**src/rtl/datapath_pkg.sv**
```systemverilog
// Shared datapath definitions for the PC sequencer and its neighbours:
// sequencer state encoding, PC increment, register-zero constant and the
// default reset vector.
package datapath_pkg;

   typedef enum logic [1:0] {
      RUN   = 2'd0,
      STALL = 2'd1,
      HALT  = 2'd2
   } seqState_t;

   localparam logic [31:0] PC_INCR              = 32'd4;
   localparam logic [4:0]  REG_ZERO             = 5'd0;
   localparam logic [31:0] RESET_VECTOR_DEFAULT = 32'h0000_0000;

endpackage

```
**src/rtl/pc_sequencer_if.sv**
```systemverilog
// Bundle of the signals between the PC sequencer and the pipeline around it.
// The master modport is the sequencer side; the slave modport is the
// pipeline side (hazard/branch logic, PC register, IF/ID register).
// Optional macro PC_SEQ_PERF_COUNTERS_EN adds the CycleCount, StallCount and
// FlushCount outputs.
interface pc_sequencer_if;

   logic [31:0] PCCurrent;
   logic        BranchTaken;
   logic [31:0] BranchTarget;
   logic        Jump;
   logic [31:0] JumpTarget;
   logic        IDEX_MemRead;
   logic [4:0]  IDEX_Rt;
   logic [4:0]  IFID_Rs;
   logic [4:0]  IFID_Rt;
   logic        HaltReq;

   logic [31:0] NextAddress;
   logic        PCWrite;
   logic        IFIDWrite;
   logic        IFIDFlush;
   logic        IDEXFlush;
   logic        Halted;

`ifdef PC_SEQ_PERF_COUNTERS_EN
   logic [31:0] CycleCount;
   logic [31:0] StallCount;
   logic [31:0] FlushCount;
`endif

   modport master (
      input  PCCurrent, BranchTaken, BranchTarget, Jump, JumpTarget,
             IDEX_MemRead, IDEX_Rt, IFID_Rs, IFID_Rt, HaltReq,
      output NextAddress, PCWrite, IFIDWrite, IFIDFlush, IDEXFlush, Halted
`ifdef PC_SEQ_PERF_COUNTERS_EN
      , output CycleCount, StallCount, FlushCount
`endif
   );

   modport slave (
      output PCCurrent, BranchTaken, BranchTarget, Jump, JumpTarget,
             IDEX_MemRead, IDEX_Rt, IFID_Rs, IFID_Rt, HaltReq,
      input  NextAddress, PCWrite, IFIDWrite, IFIDFlush, IDEXFlush, Halted
`ifdef PC_SEQ_PERF_COUNTERS_EN
      , input CycleCount, StallCount, FlushCount
`endif
   );

endinterface

```
**src/rtl/hazard_detect.sv**
```systemverilog
// Load-use hazard compare: the load in EX writes a register that the
// instruction in ID reads. Writes to register zero never create a hazard.
// Purely combinational so forwarding logic can reuse it.
module hazard_detect
   import datapath_pkg::*;
(
   input  logic       IDEX_MemRead,
   input  logic [4:0] IDEX_Rt,
   input  logic [4:0] IFID_Rs,
   input  logic [4:0] IFID_Rt,
   output logic       LoadUse
);

   // Hazard when a non-zero load destination matches either ID source
   always_comb begin
      LoadUse = IDEX_MemRead && (IDEX_Rt != REG_ZERO) &&
                ((IDEX_Rt == IFID_Rs) || (IDEX_Rt == IFID_Rt));
   end

endmodule

```
**src/rtl/pc_sequencer.sv**
```systemverilog
// Program counter sequencer: picks the next fetch address (sequential,
// branch, jump or hold), inserts load-use bubbles over one or more cycles,
// flushes IF/ID on redirects and freezes fetch after a halt until reset.
// Optional macro PC_SEQ_PERF_COUNTERS_EN adds saturating cycle, stall and
// flush counters.
module pc_sequencer
   import datapath_pkg::*;
#(
   parameter int          LOAD_STALL_CYCLES = 1,
   parameter logic [31:0] RESET_VECTOR      = RESET_VECTOR_DEFAULT
) (
   input  logic              Clk,
   input  logic              Reset,
   pc_sequencer_if.master    bus
);

   seqState_t  state, nextState;
   logic [2:0] stallCnt, stallCntNext;
   logic       luh;
   logic       stallHold;
   logic       redirect;

   hazard_detect u_hazard (
      .IDEX_MemRead (bus.IDEX_MemRead),
      .IDEX_Rt      (bus.IDEX_Rt),
      .IFID_Rs      (bus.IFID_Rs),
      .IFID_Rt      (bus.IFID_Rt),
      .LoadUse      (luh)
   );

   // State and stall counter register with synchronous reset
   always_ff @(posedge Clk) begin
      if (Reset) begin
         state    <= RUN;
         stallCnt <= 3'd0;
      end else begin
         state    <= nextState;
         stallCnt <= stallCntNext;
      end
   end

   // Prioritised next-state, next-address and pipeline control decision
   always_comb begin
      nextState       = state;
      stallCntNext    = stallCnt;
      bus.NextAddress = bus.PCCurrent + PC_INCR;
      bus.PCWrite     = 1'b0;
      bus.IFIDWrite   = 1'b0;
      bus.IFIDFlush   = 1'b0;
      bus.IDEXFlush   = 1'b0;
      bus.Halted      = 1'b0;
      stallHold       = 1'b0;
      redirect        = 1'b0;

      if (Reset) begin
         nextState       = RUN;
         stallCntNext    = 3'd0;
         bus.NextAddress = RESET_VECTOR;
         bus.IFIDFlush   = 1'b1;
         bus.IDEXFlush   = 1'b1;
      end else if (state == HALT) begin
         bus.PCWrite   = 1'b1;
         bus.IFIDWrite = 1'b1;
         bus.IDEXFlush = 1'b1;
         bus.Halted    = 1'b1;
      end else if (bus.HaltReq) begin
         bus.PCWrite   = 1'b1;
         bus.IFIDFlush = 1'b1;
         nextState     = HALT;
         stallCntNext  = 3'd0;
      end else if (bus.BranchTaken) begin
         bus.NextAddress = bus.BranchTarget;
         bus.IFIDFlush   = 1'b1;
         bus.IDEXFlush   = 1'b1;
         nextState       = RUN;
         stallCntNext    = 3'd0;
         redirect        = 1'b1;
      end else if (bus.Jump) begin
         bus.NextAddress = bus.JumpTarget;
         bus.IFIDFlush   = 1'b1;
         nextState       = RUN;
         stallCntNext    = 3'd0;
         redirect        = 1'b1;
      end else if (state == RUN && luh) begin
         bus.PCWrite   = 1'b1;
         bus.IFIDWrite = 1'b1;
         bus.IDEXFlush = 1'b1;
         stallHold     = 1'b1;
         if (LOAD_STALL_CYCLES > 1) begin
            stallCntNext = 3'(LOAD_STALL_CYCLES - 1);
            nextState    = STALL;
         end
      end else if (state == STALL) begin
         bus.PCWrite   = 1'b1;
         bus.IFIDWrite = 1'b1;
         bus.IDEXFlush = 1'b1;
         stallHold     = 1'b1;
         stallCntNext  = stallCnt - 3'd1;
         if (stallCnt == 3'd1) begin
            nextState = RUN;
         end
      end
   end

`ifdef PC_SEQ_PERF_COUNTERS_EN
   logic [31:0] cycleCount, stallCount, flushCount;

   assign bus.CycleCount = cycleCount;
   assign bus.StallCount = stallCount;
   assign bus.FlushCount = flushCount;

   // Saturating counters for non-halted cycles, bubble cycles and redirects
   always_ff @(posedge Clk) begin
      if (Reset) begin
         cycleCount <= 32'd0;
         stallCount <= 32'd0;
         flushCount <= 32'd0;
      end else begin
         if (state != HALT && cycleCount != 32'hFFFF_FFFF) begin
            cycleCount <= cycleCount + 32'd1;
         end
         if (stallHold && stallCount != 32'hFFFF_FFFF) begin
            stallCount <= stallCount + 32'd1;
         end
         if (redirect && flushCount != 32'hFFFF_FFFF) begin
            flushCount <= flushCount + 32'd1;
         end
      end
   end
`else
   logic unusedPerf;
   assign unusedPerf = stallHold ^ redirect;
`endif

endmodule

```
**src/flat_wrapper.sv**
```systemverilog
// flat-port wrapper written by rule: the top's interface ports become plain ports
module pc_sequencer_flat import datapath_pkg::*;
#(
   parameter int          LOAD_STALL_CYCLES = 1,
   parameter logic [31:0] RESET_VECTOR      = RESET_VECTOR_DEFAULT
)
  (Clk, Reset, bus_PCCurrent, bus_BranchTaken, bus_BranchTarget, bus_Jump, bus_JumpTarget, bus_IDEX_MemRead, bus_IDEX_Rt, bus_IFID_Rs, bus_IFID_Rt, bus_HaltReq, bus_NextAddress, bus_PCWrite, bus_IFIDWrite, bus_IFIDFlush, bus_IDEXFlush, bus_Halted);
  pc_sequencer_if bus_i ();
  input  logic Clk;
  input  logic Reset;
  input wire logic [$bits(bus_i.PCCurrent)-1:0] bus_PCCurrent;
  input wire logic [$bits(bus_i.BranchTaken)-1:0] bus_BranchTaken;
  input wire logic [$bits(bus_i.BranchTarget)-1:0] bus_BranchTarget;
  input wire logic [$bits(bus_i.Jump)-1:0] bus_Jump;
  input wire logic [$bits(bus_i.JumpTarget)-1:0] bus_JumpTarget;
  input wire logic [$bits(bus_i.IDEX_MemRead)-1:0] bus_IDEX_MemRead;
  input wire logic [$bits(bus_i.IDEX_Rt)-1:0] bus_IDEX_Rt;
  input wire logic [$bits(bus_i.IFID_Rs)-1:0] bus_IFID_Rs;
  input wire logic [$bits(bus_i.IFID_Rt)-1:0] bus_IFID_Rt;
  input wire logic [$bits(bus_i.HaltReq)-1:0] bus_HaltReq;
  output wire logic [$bits(bus_i.NextAddress)-1:0] bus_NextAddress;
  output wire logic [$bits(bus_i.PCWrite)-1:0] bus_PCWrite;
  output wire logic [$bits(bus_i.IFIDWrite)-1:0] bus_IFIDWrite;
  output wire logic [$bits(bus_i.IFIDFlush)-1:0] bus_IFIDFlush;
  output wire logic [$bits(bus_i.IDEXFlush)-1:0] bus_IDEXFlush;
  output wire logic [$bits(bus_i.Halted)-1:0] bus_Halted;
  assign bus_i.PCCurrent = bus_PCCurrent;
  assign bus_i.BranchTaken = bus_BranchTaken;
  assign bus_i.BranchTarget = bus_BranchTarget;
  assign bus_i.Jump = bus_Jump;
  assign bus_i.JumpTarget = bus_JumpTarget;
  assign bus_i.IDEX_MemRead = bus_IDEX_MemRead;
  assign bus_i.IDEX_Rt = bus_IDEX_Rt;
  assign bus_i.IFID_Rs = bus_IFID_Rs;
  assign bus_i.IFID_Rt = bus_IFID_Rt;
  assign bus_i.HaltReq = bus_HaltReq;
  assign bus_NextAddress = bus_i.NextAddress;
  assign bus_PCWrite = bus_i.PCWrite;
  assign bus_IFIDWrite = bus_i.IFIDWrite;
  assign bus_IFIDFlush = bus_i.IFIDFlush;
  assign bus_IDEXFlush = bus_i.IDEXFlush;
  assign bus_Halted = bus_i.Halted;
  pc_sequencer #(.LOAD_STALL_CYCLES(LOAD_STALL_CYCLES), .RESET_VECTOR(RESET_VECTOR)) u_core (.Clk(Clk), .Reset(Reset), .bus(bus_i));
endmodule
```
**config.mk**
```make
export PLATFORM = sky130hd
export DESIGN_NAME = pc_sequencer_flat
export DESIGN_NICKNAME = d
export VERILOG_FILES = /design/src/rtl/datapath_pkg.sv /design/src/rtl/pc_sequencer_if.sv /design/src/rtl/hazard_detect.sv /design/src/rtl/pc_sequencer.sv /design/src/flat_wrapper.sv
export SDC_FILE = /design/constraint.sdc
export NUM_CORES = 1
export LEC_CHECK = 0
export CAP_MARGIN = 15
export CORE_MARGIN = 4
export CORE_UTILIZATION = 35
export DETAILED_ROUTE_END_ITERATION = 10
export GPL_TIMING_DRIVEN = 1
export HOLD_SLACK_MARGIN = 0.06
export PLACE_DENSITY = 0.95
export SLEW_MARGIN = 20
export SYNTH_ARGS = -nofsm -noshare
export SYNTH_HDL_FRONTEND = slang
export SYNTH_SLANG_ARGS = --single-unit
export TNS_END_PERCENT = 1
```
**constraint.sdc**
```tcl
create_clock -name Clk -period 9.92 [get_ports Clk]
set_input_delay 2.976 -clock Clk [delete_from_list [all_inputs] [get_ports Clk]]
set_output_delay 2.976 -clock Clk [all_outputs]
set_load 0.02 [all_outputs]
```
Yosys cells after proc, flatten, opt, wreduce, memory -nomap -nowiden --
Cells that the tools add are included.
Storage, ports and cells: output and inout bits 37, register bits 5, word-level logic and storage cells 58
Operators by class: reductions and logical operators 10, add/subtract/negate cells 2, equality and inequality tests 6, muxes and demuxes 37, bitwise operators 1
Operator list (number):
- 32-bit two-way mux | 5
- 32-bit by 3-bit adder with 32-bit output (second input constant) | 1
- 1-bit two-way mux | 21
- 3-bit two-way mux | 5
- 2-bit two-way mux | 6
- 5-bit == test | 2
- 4-bit nonzero test | 2
- 5-bit nonzero test | 1
- 4-bit != test (second input constant) | 1
- 4-bit AND reduction | 1
- 3-bit by 1-bit == test with 1-bit output (second input constant) | 1
- 1-bit logical AND | 3
- 3-bit AND reduction | 1
- 3-bit by 1-bit subtractor with 3-bit output (second input constant) | 1
- 2-bit by 1-bit == test with 1-bit output (second input constant) | 1
- 2-bit == test (second input constant) | 1
- 2-bit logical NOT | 1
- 1-bit logical OR | 1
- 1-bit NOT | 1

Logic depth before layout (Yosys ltp) --
word-level depth 10, mapped depth 6

Cells and area by module --
Synthesis repeated with hierarchy kept, for this count alone.
Second synthesis, totals: cell total of the unflattened synthesis 270, area total of the unflattened synthesis 1731.7 sq um
By module, submodules not included:
- pc_sequencer | area an instance 1606.5 sq um, seq. area each 20.0 sq um, instances 1, cells an instance 253
- hazard_detect | area an instance 125.1 sq um, seq. area each 0.0 sq um, instances 1, cells an instance 17

Least setup slack after synthesis --
OpenSTA, ideal clock, no wires.
kind input port to output port, start point input port bus_BranchTaken, end point output port bus_NextAddress[2], path buffers 3, path slack 1.988 ns, stages on the path 5, arrival time 4.956 ns, required time 6.944 ns, path through clkbuf_1 > clkbuf_1 > buf_1 > nor2_1 > a2111oi_0
On the way: word-level cells in the longest chain between the ends 4
RTL lines:
- start: declaration | RTL line flat_wrapper.sv:12 | input wire logic [$bits(bus_i.BranchTaken)-1:0] bus_BranchTaken;
- 32-bit two-way mux | RTL line pc_sequencer.sv:71 | end else if (bus.BranchTaken) begin
- 32-bit two-way mux | RTL line pc_sequencer.sv:66 | end else if (bus.HaltReq) begin
- 32-bit two-way mux | RTL line pc_sequencer.sv:61 | end else if (state == HALT) begin
- 32-bit two-way mux | RTL line pc_sequencer.sv:55 | if (Reset) begin
- end: declaration | RTL line flat_wrapper.sv:21 | output wire logic [$bits(bus_i.NextAddress)-1:0] bus_NextAddress;
No other way between the ends.

Worst setup path in the final report --
start point input port bus_PCCurrent[10], end point output port bus_NextAddress[27]
On the way: word-level cells in the longest chain between the ends 6
RTL lines:
- start: declaration | RTL line flat_wrapper.sv:11 | input wire logic [$bits(bus_i.PCCurrent)-1:0] bus_PCCurrent;
- 32-bit by 3-bit adder with 32-bit output * | RTL line pc_sequencer.sv:46 | bus.NextAddress = bus.PCCurrent + PC_INCR;
- 32-bit two-way mux | RTL line pc_sequencer.sv:78 | end else if (bus.Jump) begin
- 32-bit two-way mux | RTL line pc_sequencer.sv:71
- 32-bit two-way mux | RTL line pc_sequencer.sv:66
- 32-bit two-way mux * | RTL line pc_sequencer.sv:61
- 32-bit two-way mux * | RTL line pc_sequencer.sv:55
Mark *: on every way between the ends. The rest lies on a longest branch, timed or not.

==> impl_metrics.toml <==
[outcome]
run_status = "finished, final reports clean"

[placed_design]
hpwl_um = 6708
place_inst = 470
gp_congestion = 0.8719
pre_cts_ws_ps = 1265
io_buffers = 153

[sta]
max_slew_margin = 0.3766
fmax_mhz = 115.5
skew_ps = 0
finalMaxSlewViolations = 0
finalSetupViolCount = 0
fin_crit_sh = 0.8725
setup_slack_ps = 1264
hold_viol = 0
period_minus_slack_ps = 8656
rsz0062_at_grt = "false"
setup-tns-final_ps = 0
tightest_slew_ps = 935.0
whs_ps = 1031

[worst_setup_path]
crit_arrival_ps = 5680
cp.required_ps = 6940
crit_path_max_incr_delay_ps = 620
startpoint_type = "primary input"
end_kind = "output pin"
crit_family = "buffers and inverters"
crit_type = "primary input to output pin"
worstPathCellList = "clkdlybuf4s50_1, nand4_4, or4_4, or4_1, a22o_1, a21oi_2, clkdlybuf4s50_1"
critPathSlowestCell = "clkdlybuf4s50_1"
critPathMostFrequentCell = "clkdlybuf4s50_1"
worstPathMaxFanout = 7
cp_num_buf_inv = 2

[floorplan]
dieArea_um2 = 6081
core.rowCount = 25
die_height_um = 77.98
boundaryPins = 154
die_w_um = 77.98
initial_core_util = 0.3629
core_um2 = 4723

[final_layout]
nFillCells = 405
finalNetCount = 523
stdcell_count = 470
drive_gt1_frac = 0.03226
largest_reg_flops = 1
largest_register = "u_core.state"
area_delta_synth_final_pct = 90.58
largestRegisters = "u_core.state (1)"
diodes = 0

[detailed_routing]
wirelength_um = 8381
drt_iter0_markers = 194
drc = 0
num_vias = 2712
wl_per_cell_um = 17.83
viasPerCell = 5.770
antenna_left = 0
drt-pass1-iter-count = 5

[synth]
syn-num-nets = 387
synth-edff-count = 0
ys_top_cells_by_count = "a22oi_1, xnor2_1, a21oi_1, nor2_1, clkbuf_1"
netlist_instances = 269
synth_area_leaders = "xnor2_1, a22oi_1, o32ai_1"
postSynthAreaPerCell_um2 = 6.372
yosys.area.top_type = "xnor2_1"
ys_types = 40
yosysWarnings = 0
synth_ff_type = "dfxtp_1"
async_flop_share = 0
synth-seq-area-share = 0.01168
ys_ff_latch = 1
synth_top_cell_area_share = 0.1277
syn-cell-area_um2 = 1714

[grt]
grt_use_total = 0.2507
antenna_found_initial = 0
grt_max_degree = 54
globalRouteOverflowTotal = 0
grt_pass1_wl_um = 12730
grt_pass1_vias = 2647

[pwr]
irDropWorstVdd_uv = 24.22
power_density_nw_per_um2 = 48.26
power_mw = 0.1577
leakage_nw = 1.062

[clocking]
cts_resized = 0
clk_latency_ps = 0
cts_setup_buffers = 0
hold_buffers = 0
path_clk_slew_ps = 0

[run]
cap_violations = 0

[hold_path]
hp-class = "flop to flop"
path summary, 6_finish.rpt:
check / slack (ps) / to / depth (start not counted) / start
worst max register to register: 8470 / u_core.state[1] / 2 / u_core.state[1]
worst max-delay path: 1260 / bus_NextAddress[27] / 7 / bus_PCCurrent[10]
worst min-delay path: 1030 / u_core.state[1] / 2 / u_core.state[1]
worst min register to register: 1030 / u_core.state[1] / 2 / u_core.state[1]
worst min-delay path, cell delays in order (launching register included):
cell and delay [ps]:
dfxtp_1 400, nor2_1 240, nor2_1 300
power breakdown:
group / switching, mW / internal, mW / leakage [nW]
clock: 0 / 0 / 0
combinational: 0.0690 / 0.0838 / 1.05
sequential: 0.000451 / 0.00440 / 0.00839
routing by layer:
metal | wire length (um) | track usage | share of wire
met4 | 124 | 0.04371 | 0.015
met3 | 684 | 0.04988 | 0.082
met5 | 0 | 0 | 0
met2 | 4294 | 0.4743 | 0.51
met1 | 3277 | 0.2905 | 0.39
cells in the final DEF (no fill, tap or decap), types with 2 or more instances in the layout:
cell and count:
a2111oi_0 3, a211oi_1 3, a21oi_1 22, a22o_1 5, a22oi_1 25, and3_1 3
and4_1 3, buf_4 3, clkdlybuf4s50_1 152, inv_1 6, nand2_1 13, nand2b_1 15
nand3_1 13, nand4_1 6, nor2_1 21, nor2b_1 2, nor3_1 8, nor4_1 6
o21ai_0 6, o22ai_1 11, o2bb2ai_1 2, o31ai_1 2, o32ai_1 13, or2_2 3
or3_1 4, or4_1 3, xnor2_1 25, xor2_1 11
per-stage QoR:
stage	area [um^2]	util
finish	3267	0.6917
global route	3267	0.6917
CTS	3267	0.6917
detailed placement	3267	0.6917
global placement	3267	0.6917
floorplan	1714	-
cells by family after synthesis:
family / after synthesis / share of synthesized area
flip-flops: 1 / 0.01168
buffers and inverters: 29 / 0.06350
AND/OR/NAND/NOR: 106 / 0.3402
adder cells (fa/ha/maj): 1 / 0.007298
XOR/XNOR: 36 / 0.1839
AO/OA/AOI/OAI: 96 / 0.3934
cell type report:
class	instances	area, um^2	area share
Timing Repair Buffer	156	1549	0.4741
Inverter	7	26.28	0.008043
Multi-Input combinational cell	239	1588	0.4860
Sequential cell	1	20.02	0.006128
Tap cell	67	83.83	0.02566
Power figures use the tool's default switching activity.
